### src/rtl/jt1943_snd_pkg.sv
// ============================================================================
//  Module   : jt1943_snd_pkg
//  Purpose  : Shared widths, saturation limits and helpers for the 1943 audio
//             output stage (I2S serialiser and optional sigma-delta pin).
//  Revision : 1.0 - initial release
// ============================================================================
`default_nettype none

package jt1943_snd_pkg;

  localparam int SW         = 16;
  localparam int FRAME_BITS = 32;
  localparam int VOL_FRAC   = 3;
  localparam int VW         = 4;
  localparam int PW         = SW + VW + 1;
  localparam int BW         = $clog2(FRAME_BITS);

  localparam logic [SW-1:0] SAT_MAX = 16'h7FFF;
  localparam logic [SW-1:0] SAT_MIN = 16'h8000;

  // lrck is high for bit indices LRCK_FIRST..LRCK_LAST, one bclk ahead of the right word
  localparam int LRCK_FIRST = FRAME_BITS / 2 - 1;
  localparam int LRCK_LAST  = FRAME_BITS - 2;

  typedef enum logic [1:0] {
    SAT_NONE = 2'd0,
    SAT_POS  = 2'd1,
    SAT_NEG  = 2'd2
  } sat_kind_e;

  // A scaled value fits in SW bits only when its bits [PW-1:SW-1] are all equal
  function automatic sat_kind_e sat_classify(input logic [PW-1:0] v);
    logic [PW-SW:0] top;
    top = v[PW-1:SW-1];
    if (top == '0 || top == '1) begin
      return SAT_NONE;
    end
    return v[PW-1] ? SAT_NEG : SAT_POS;
  endfunction

endpackage

`default_nettype wire

### src/rtl/jt1943_snd_sat.sv
// ============================================================================
//  Module   : jt1943_snd_sat
//  Purpose  : Two-stage volume pipeline: multiply by vol/8, saturate to 16 bits
//             and mute. sat_o flags the cycle stage 2 clamps a sample.
//  Revision : 1.0 - initial release
// ============================================================================
`default_nettype none

module jt1943_snd_sat
  import jt1943_snd_pkg::*;
(
  input  logic          clk,
  input  logic          rst,
  input  logic [SW-1:0] snd_i,
  input  logic [VW-1:0] vol_i,
  input  logic          enable_i,
  output logic [SW-1:0] proc_o,
  output logic          sat_o
);

  logic signed [PW-1:0] w_snd_ext;
  logic signed [PW-1:0] w_vol_ext;
  logic signed [PW-1:0] w_prod;

  logic signed [PW-1:0] prod_q, prod_d;
  logic [SW-1:0]        proc_q, proc_d;
  sat_kind_e            w_kind;
  logic                 w_sat;

  assign w_snd_ext = {{(PW-SW){snd_i[SW-1]}}, snd_i};
  assign w_vol_ext = {{(PW-VW){1'b0}}, vol_i};
  assign w_prod    = w_snd_ext * w_vol_ext;
  assign prod_d    = w_prod >>> VOL_FRAC;

  always_comb begin
    w_kind = sat_classify(prod_q);
    proc_d = prod_q[SW-1:0];
    w_sat  = 1'b0;
    if (!enable_i) begin
      proc_d = '0;
    end else begin
      case (w_kind)
        SAT_POS: begin
          proc_d = SAT_MAX;
          w_sat  = 1'b1;
        end
        SAT_NEG: begin
          proc_d = SAT_MIN;
          w_sat  = 1'b1;
        end
        default: ;
      endcase
    end
  end

  always_ff @(posedge clk) begin
    if (rst) begin
      prod_q <= '0;
      proc_q <= '0;
    end else begin
      prod_q <= prod_d;
      proc_q <= proc_d;
    end
  end

  assign proc_o = proc_q;
  // Asserted in the same cycle the clamped value is written into proc
  assign sat_o  = w_sat;

endmodule

`default_nettype wire

### src/rtl/jt1943_snd_i2s.sv
// ============================================================================
//  Module   : jt1943_snd_i2s
//  Purpose  : 1943 audio output stage: volume/saturation, stereo I2S (L=R)
//             serialiser, sticky clip flag and optional 1-bit sigma-delta pin.
//  Options  : JT1943_SND_PDM_EN - build the sigma-delta accumulator on pdm.
//  Revision : 1.0 - initial release
// ============================================================================
`default_nettype none

module jt1943_snd_i2s
  import jt1943_snd_pkg::*;
#(
  parameter int BCLK_DIV = 8
) (
  input  logic          clk,
  input  logic          rst,
  input  logic [SW-1:0] snd,
  input  logic          enable,
  input  logic [VW-1:0] vol,
  input  logic          clip_clr,
  output logic          i2s_bclk,
  output logic          i2s_lrck,
  output logic          i2s_data,
  output logic          sample_stb,
  output logic          clip,
  output logic          pdm
);

  localparam int CW = (BCLK_DIV > 1) ? $clog2(BCLK_DIV) : 1;

  logic [SW-1:0] w_proc;
  logic          w_sat;

  jt1943_snd_sat u_sat (
    .clk      (clk),
    .rst      (rst),
    .snd_i    (snd),
    .vol_i    (vol),
    .enable_i (enable),
    .proc_o   (w_proc),
    .sat_o    (w_sat)
  );

  logic [CW-1:0]         cnt_q, cnt_d;
  logic                  bclk_q, bclk_d;
  logic [BW-1:0]         bit_q, bit_d;
  logic [FRAME_BITS-1:0] shift_q, shift_d;
  logic                  stb_q, stb_d;
  logic                  clip_q, clip_d;
  logic                  w_wrap;
  logic                  w_fall;

  assign w_wrap = (cnt_q == CW'(BCLK_DIV - 1));
  assign w_fall = w_wrap & bclk_q;

  always_comb begin
    cnt_d   = w_wrap ? '0 : cnt_q + CW'(1);
    bclk_d  = bclk_q ^ w_wrap;
    bit_d   = bit_q;
    shift_d = shift_q;
    stb_d   = 1'b0;
    if (w_fall) begin
      bit_d = bit_q + BW'(1);
      // Last bit of the frame: the next falling edge starts a fresh sample
      if (bit_q == BW'(FRAME_BITS - 1)) begin
        shift_d = {w_proc, w_proc};
        stb_d   = 1'b1;
      end else begin
        shift_d = {shift_q[FRAME_BITS-2:0], 1'b0};
      end
    end
  end

  // A coincident saturation outranks a clear request
  assign clip_d = w_sat | (clip_q & ~clip_clr);

  always_ff @(posedge clk) begin
    if (rst) begin
      cnt_q   <= '0;
      bclk_q  <= 1'b0;
      bit_q   <= BW'(FRAME_BITS - 1);
      shift_q <= '0;
      stb_q   <= 1'b0;
      clip_q  <= 1'b0;
    end else begin
      cnt_q   <= cnt_d;
      bclk_q  <= bclk_d;
      bit_q   <= bit_d;
      shift_q <= shift_d;
      stb_q   <= stb_d;
      clip_q  <= clip_d;
    end
  end

  assign i2s_bclk   = bclk_q;
  assign i2s_data   = shift_q[FRAME_BITS-1];
  assign i2s_lrck   = (bit_q >= BW'(LRCK_FIRST)) && (bit_q <= BW'(LRCK_LAST));
  assign sample_stb = stb_q;
  assign clip       = clip_q;

`ifdef JT1943_SND_PDM_EN
  logic [SW:0] acc_q, acc_d;

  // Offset-binary input turns the carry rate into (proc + 32768) / 65536
  assign acc_d = {1'b0, acc_q[SW-1:0]} + {1'b0, w_proc ^ SAT_MIN};

  always_ff @(posedge clk) begin
    if (rst) begin
      acc_q <= '0;
    end else begin
      acc_q <= acc_d;
    end
  end

  assign pdm = acc_q[SW];
`else
  assign pdm = 1'b0;
`endif

endmodule

`default_nettype wire

### config.mk
export PLATFORM = sky130hd
export DESIGN_NAME = jt1943_snd_i2s
export DESIGN_NICKNAME = d
export VERILOG_FILES = /design/src/rtl/jt1943_snd_pkg.sv /design/src/rtl/jt1943_snd_sat.sv /design/src/rtl/jt1943_snd_i2s.sv
export SDC_FILE = /design/constraint.sdc
export NUM_CORES = 1
export LEC_CHECK = 0
export ABC_AREA = 1
export CAP_MARGIN = 20
export CORE_MARGIN = 3
export CORE_UTILIZATION = 55
export CTS_CLUSTER_SIZE = 24
export DETAILED_ROUTE_END_ITERATION = 12
export PLACE_DENSITY = 0.85
export SYNTH_ARGS = -nofsm -noshare
export SYNTH_HDL_FRONTEND = slang
export SYNTH_HIERARCHICAL = 1
export SYNTH_SLANG_ARGS = --single-unit
### constraint.sdc
create_clock -name clk -period 3.8 [get_ports clk]
set_input_delay 0.95 -clock clk [delete_from_list [all_inputs] [get_ports clk]]
set_output_delay 0.95 -clock clk [all_outputs]
set_load 0.03 [all_outputs]
* Word level (Yosys, flattened, before mapping) *
Cells that the tools add are included.

operators by class
  add/subtract/negate cells = 2
  multiply operators = 1
  $lt $le $gt $ge = 2
  eq/ne operators = 5
  mux-type cells = 9
  bitwise operators = 7
  reductions and logical operators = 7

operators by type and width
  cell                 number
  $mux 32              1
  $pmux 16 s2          1
  $mul 16x5->21        1
  $reduce_or 2->1      4
  $eq 6x6->1 const B   1
  $logic_not 6->1      1
  $mux 2               3
  $add 5x1->5 const B  1
  $eq 5x5->1 const B   1
  $ge 5x4->1 const B   1
  $le 5x5->1 const B   1
  $mux 1               4
  $add 3x1->3 const B  1
  $eq 3x3->1 const B   1
  $not 1->1            3
  $and 1x1->1          2
  $eq 2x1->1 const B   1
  $eq 2x2->1 const B   1
  $logic_and 1x1->1    1
  $logic_or 1x1->1     1
  $or 1x1->1           1
  $xor 1x1->1          1

word-level totals
  bits in registers = 77
  input port bits = 24
  output and inout port bits = 6
  logic and storage cells = 41

* Depth between registers and ports, before layout *
  word-level depth = 9
  gate-level depth with buffers = 21
  mapped depth without buffers = 19

* By module *
The synthesis kept the hierarchy.

by module, submodules not included
  module          times used  cells an instance  area an instance (um2)  seq. area each (um2)
  jt1943_snd_sat  1           523                3564.7                  680.7
  jt1943_snd_i2s  1           235                1878.1                  860.8

* Least setup slack after synthesis *
OpenSTA, ideal clock, no wires.

  path type = input to register
  start point = input vol[3]
  end point = register, netlist name u_sat/prod_q[17]
  setup time = 0.115 ns
  arrival time = 3.907 ns
  data required time = 3.685 ns
  slack = -0.222 ns
  stages = 18
  path buffers = 2
  path through = clkbuf_1 -> clkbuf_1 -> nand2_1 -> inv_1 -> ha_1 -> fa_1 -> inv_1 -> fa_1 -> inv_1 -> ha_1 -> nand2_1 -> inv_1 -> a21oi_1 -> nand3_2 -> nand2_1 -> nand3_1 -> nand2_1 -> nor2_1

on the way
  word-level cells in the longest chain between the ends = 1

RTL lines
  what             RTL line              RTL
  start, declared  jt1943_snd_i2s.sv:19  input logic [VW-1:0] vol,
  $mul 16x5->21    jt1943_snd_sat.sv:32  assign w_prod = w_snd_ext * w_vol_ext;

No other way between the ends.
A chain may end at the register's enable or synchronous reset.

* Worst setup path after layout *
  start point = input vol[2]
  end point = register, netlist name u_sat/prod_q[17]

on the way
  word-level cells in the longest chain between the ends = 1

RTL lines
  what           RTL line
  $mul 16x5->21  jt1943_snd_sat.sv:32

No other way between the ends.

==> results.sh <==
export IMPL_portBuffers=28
export IMPL_synth_top_cells_by_count="inv_1, nand2_1, a21oi_1"
export IMPL_wl_per_cell_um=15.8
export IMPL_antennaDiodeCount=0
export IMPL_drt_wl_total_um=15200
export IMPL_dpl_cell_area_sq_um=6200
export IMPL_cp_startpoint="vol[2]"
export IMPL_ys_seq_area_share_pct=28.3
export IMPL_cts_tree="done"
export IMPL_syn_inst=758
export IMPL_htreeDepth=3
export IMPL_yosys_area_top_type_share_pct=28.3
export IMPL_rsz0062_at_grt="yes"
export IMPL_critPathKind="in -> reg"
export IMPL_grt_pass1_wl_um=22100
export IMPL_power_total_mw=2.90
export IMPL_grt_usage_pct=23.7
export IMPL_synth_main_ff_cell="dfxtp_1"
export IMPL_via_per_inst=5.48
export IMPL_clock_skew_ps=11.7
export IMPL_drc=0
export IMPL_maxSlewHeadroom_pct=29.4
export IMPL_rows=35
export IMPL_ant_nets=0
export IMPL_syn2layout_area_growth_pct=29.0
export IMPL_synth_ff_latch_count=77
export IMPL_clkTransAtPathRegs_ps=80
export IMPL_initial_core_util_pct=57.8
export IMPL_drive_gt1_share_pct=22.0
export IMPL_ys_warn_count=6
export IMPL_syn_avg_cell_area_sq_um=7.18
export IMPL_boundaryPins=30
export IMPL_tightest_slew_ps=1050
export IMPL_violations="negative setup slack"
export IMPL_final_cell_area_sq_um=7020
export IMPL_drt_iter0_drc=399
export IMPL_cts_sinks=77
export IMPL_ys_types=33
export IMPL_fp_dieW_um=105
export IMPL_grt_pass1_vias=5126
export IMPL_core_area_sq_um=9420
export IMPL_synth_area_leader_cell="dfxtp_1"
export IMPL_start_kind="input port"
export IMPL_chipHeight_um=105
export IMPL_synth_most_common_cell="inv_1"
export IMPL_arrival_ps=4050
export IMPL_fin_crit_sh_pct=100
export IMPL_final_nets=929
export IMPL_hp_start="cnt_q[0]"
export IMPL_cts_made_buffers=9
export IMPL_worst_hold_path_type="reg -> reg"
export IMPL_status="finished, violations left"
export IMPL_synth_edf_count=0
export IMPL_final_hold_viol_count=0
export IMPL_vias=5268
export IMPL_grt_overflow=0
export IMPL_drv_slew=0
export IMPL_synth_nets=860
export IMPL_clockRootBuffer="clkbuf_8"
export IMPL_power_density_nw_per_um2=414
export IMPL_synthArstFlopShare_pct=0
export IMPL_fin_ws_ps=-7.72
export IMPL_irDropWorstVdd_mv=0.215
export IMPL_antenna_found_initial=0
export IMPL_endpoint_kind="flip-flop"
export IMPL_synthTopCellsByArea="dfxtp_1, fa_1, inv_1"
export IMPL_dp_hpwl_um=8930
export IMPL_fp_dieArea_sq_um=11100
export IMPL_crit_path_max_fanout=8
export IMPL_rr_startpoint="bit_q[1]"
export IMPL_p_leak_nw=3.66
export IMPL_fin_crit_ps=3810
export IMPL_maxCapViolations=0
export IMPL_syn_cell_area_sq_um=5440
export IMPL_cp_required_ps=4040
export IMPL_clockBufferDepth=2
export IMPL_place_congestion=0.900
export IMPL_fmax_mhz=263
export IMPL_drt_pass1_iter_count=5
export IMPL_setup_viol_count_final=1
export IMPL_grt_max_degree=42
export IMPL_n_fill_cell=574
export IMPL_clk_latency_ps=340
==> final timing paths <==
| check | endpoint | slack [ps] | depth (start not counted) |
|---|---|---|---|
| max reg2reg | shift_q[16] | 1600 | 10 |
| max | u_sat/prod_q[17] | -8 | 15 |
| min reg2reg | cnt_q[0] | 430 | 1 |
| min | cnt_q[0] | 430 | 1 |
==> through the flow <==
step                      setup WS [ps]  utilization [%]  cells  hold slack (ps)  TNS, ps
after floorplan                    1.34                -    758              397        0
after global placement             -546             65.8    938              404    -6770
after detailed placement           -591             65.8    938              421    -7700
after CTS                          15.6             70.7    955              435        0
after global routing               -100             74.6    961              458     -433
final                             -7.72             74.6    961              433    -7.72
==> state kept, by name, indices dropped and copies added, names as in the netlist <==
name	cells
u_sat/proc_o	16
i2s_bclk	1
shift_q	32
sample_stb	1
u_sat/prod_q	18
clip	1
bit_q	5
cnt_q	3
==> metal layers <==
layer,up-vias,track usage (%),wire (um)
met1,2484,27.9,5660
met2,250,43.9,7930
met4,0,6.94,755
met3,79,3.86,861
met5,-,0,0
li1,2455,-,-
==> report_power, final <==
| group | internal, mW | switching (mW) |
|---|---|---|
| Combinational | 0.586 | 0.815 |
| Clock | 0.273 | 0.301 |
| Sequential | 0.894 | 0.0332 |
==> cell type report <==
| class | instances | area, sq um | area share [%] |
|---|---|---|---|
| Clock buffer | 11 | 151 | 2.16 |
| Clock inverter | 5 | 33.8 | 0.481 |
| Inverter | 178 | 671 | 9.55 |
| Multi-Input combinational cell | 477 | 3650 | 52.0 |
| Sequential cell | 77 | 1540 | 22.0 |
| Tap cell | 129 | 161 | 2.30 |
| Timing Repair Buffer | 84 | 812 | 11.6 |
==> cell families (layout without fill, tap and decap cells) <==
family | after synthesis | in the layout | synth area share [%]
simple gates | 252 | 252 | 19.0
buf+inv | 204 | 278 | 15.4
compound gates | 143 | 143 | 14.2
fa+ha+maj | 78 | 78 | 22.5
flops | 77 | 77 | 28.3
xor+xnor | 3 | 3 | 0.483
other cells | 1 | 1 | 0.0689
==> cells in the final DEF, fill, tap and decap left out, types with 4 or more instances in the layout <==
cell	Yosys	routed
buf_4	4	50
nand3_1	25	23
o21ai_0	26	23
nand2_2	5	20
clkdlybuf4s50_1	0	11
nor2_2	1	7
a21oi_2	13	25
dfxtp_1	77	77
ha_4	0	24
dlymetal6s2s_1	0	15
inv_2	2	9
clkbuf_8	0	11
a21oi_1	82	66
o21ai_1	19	20
ha_1	45	21
nand2_1	162	141
inv_1	174	167
fa_1	33	33
a21oi_4	0	4
nand2_4	0	4
nor2_1	46	39
==> worst max-delay path, cell delays in order <==
cell and delay (ps):
buf_2 130, bufbuf_16 280, nand2_1 110, inv_2 60, ha_4 240, fa_1 530
inv_1 60, fa_1 550, inv_1 70, ha_4 340, nand2_8 80, nor4_4 310
nand2_2 100, a21oi_1 160, nor2_1 70
==> what timing repair did <==
item | in CTS | in global routing
gates resized for setup | 53 | 66
endpoints found under the setup margin | 15 | 16
hold buffers | 0 | 0
buffers inserted | 0 | 5
pin swaps | 11 | 28
cloned | 1 | 1
Power figures use the tool's default switching activity.
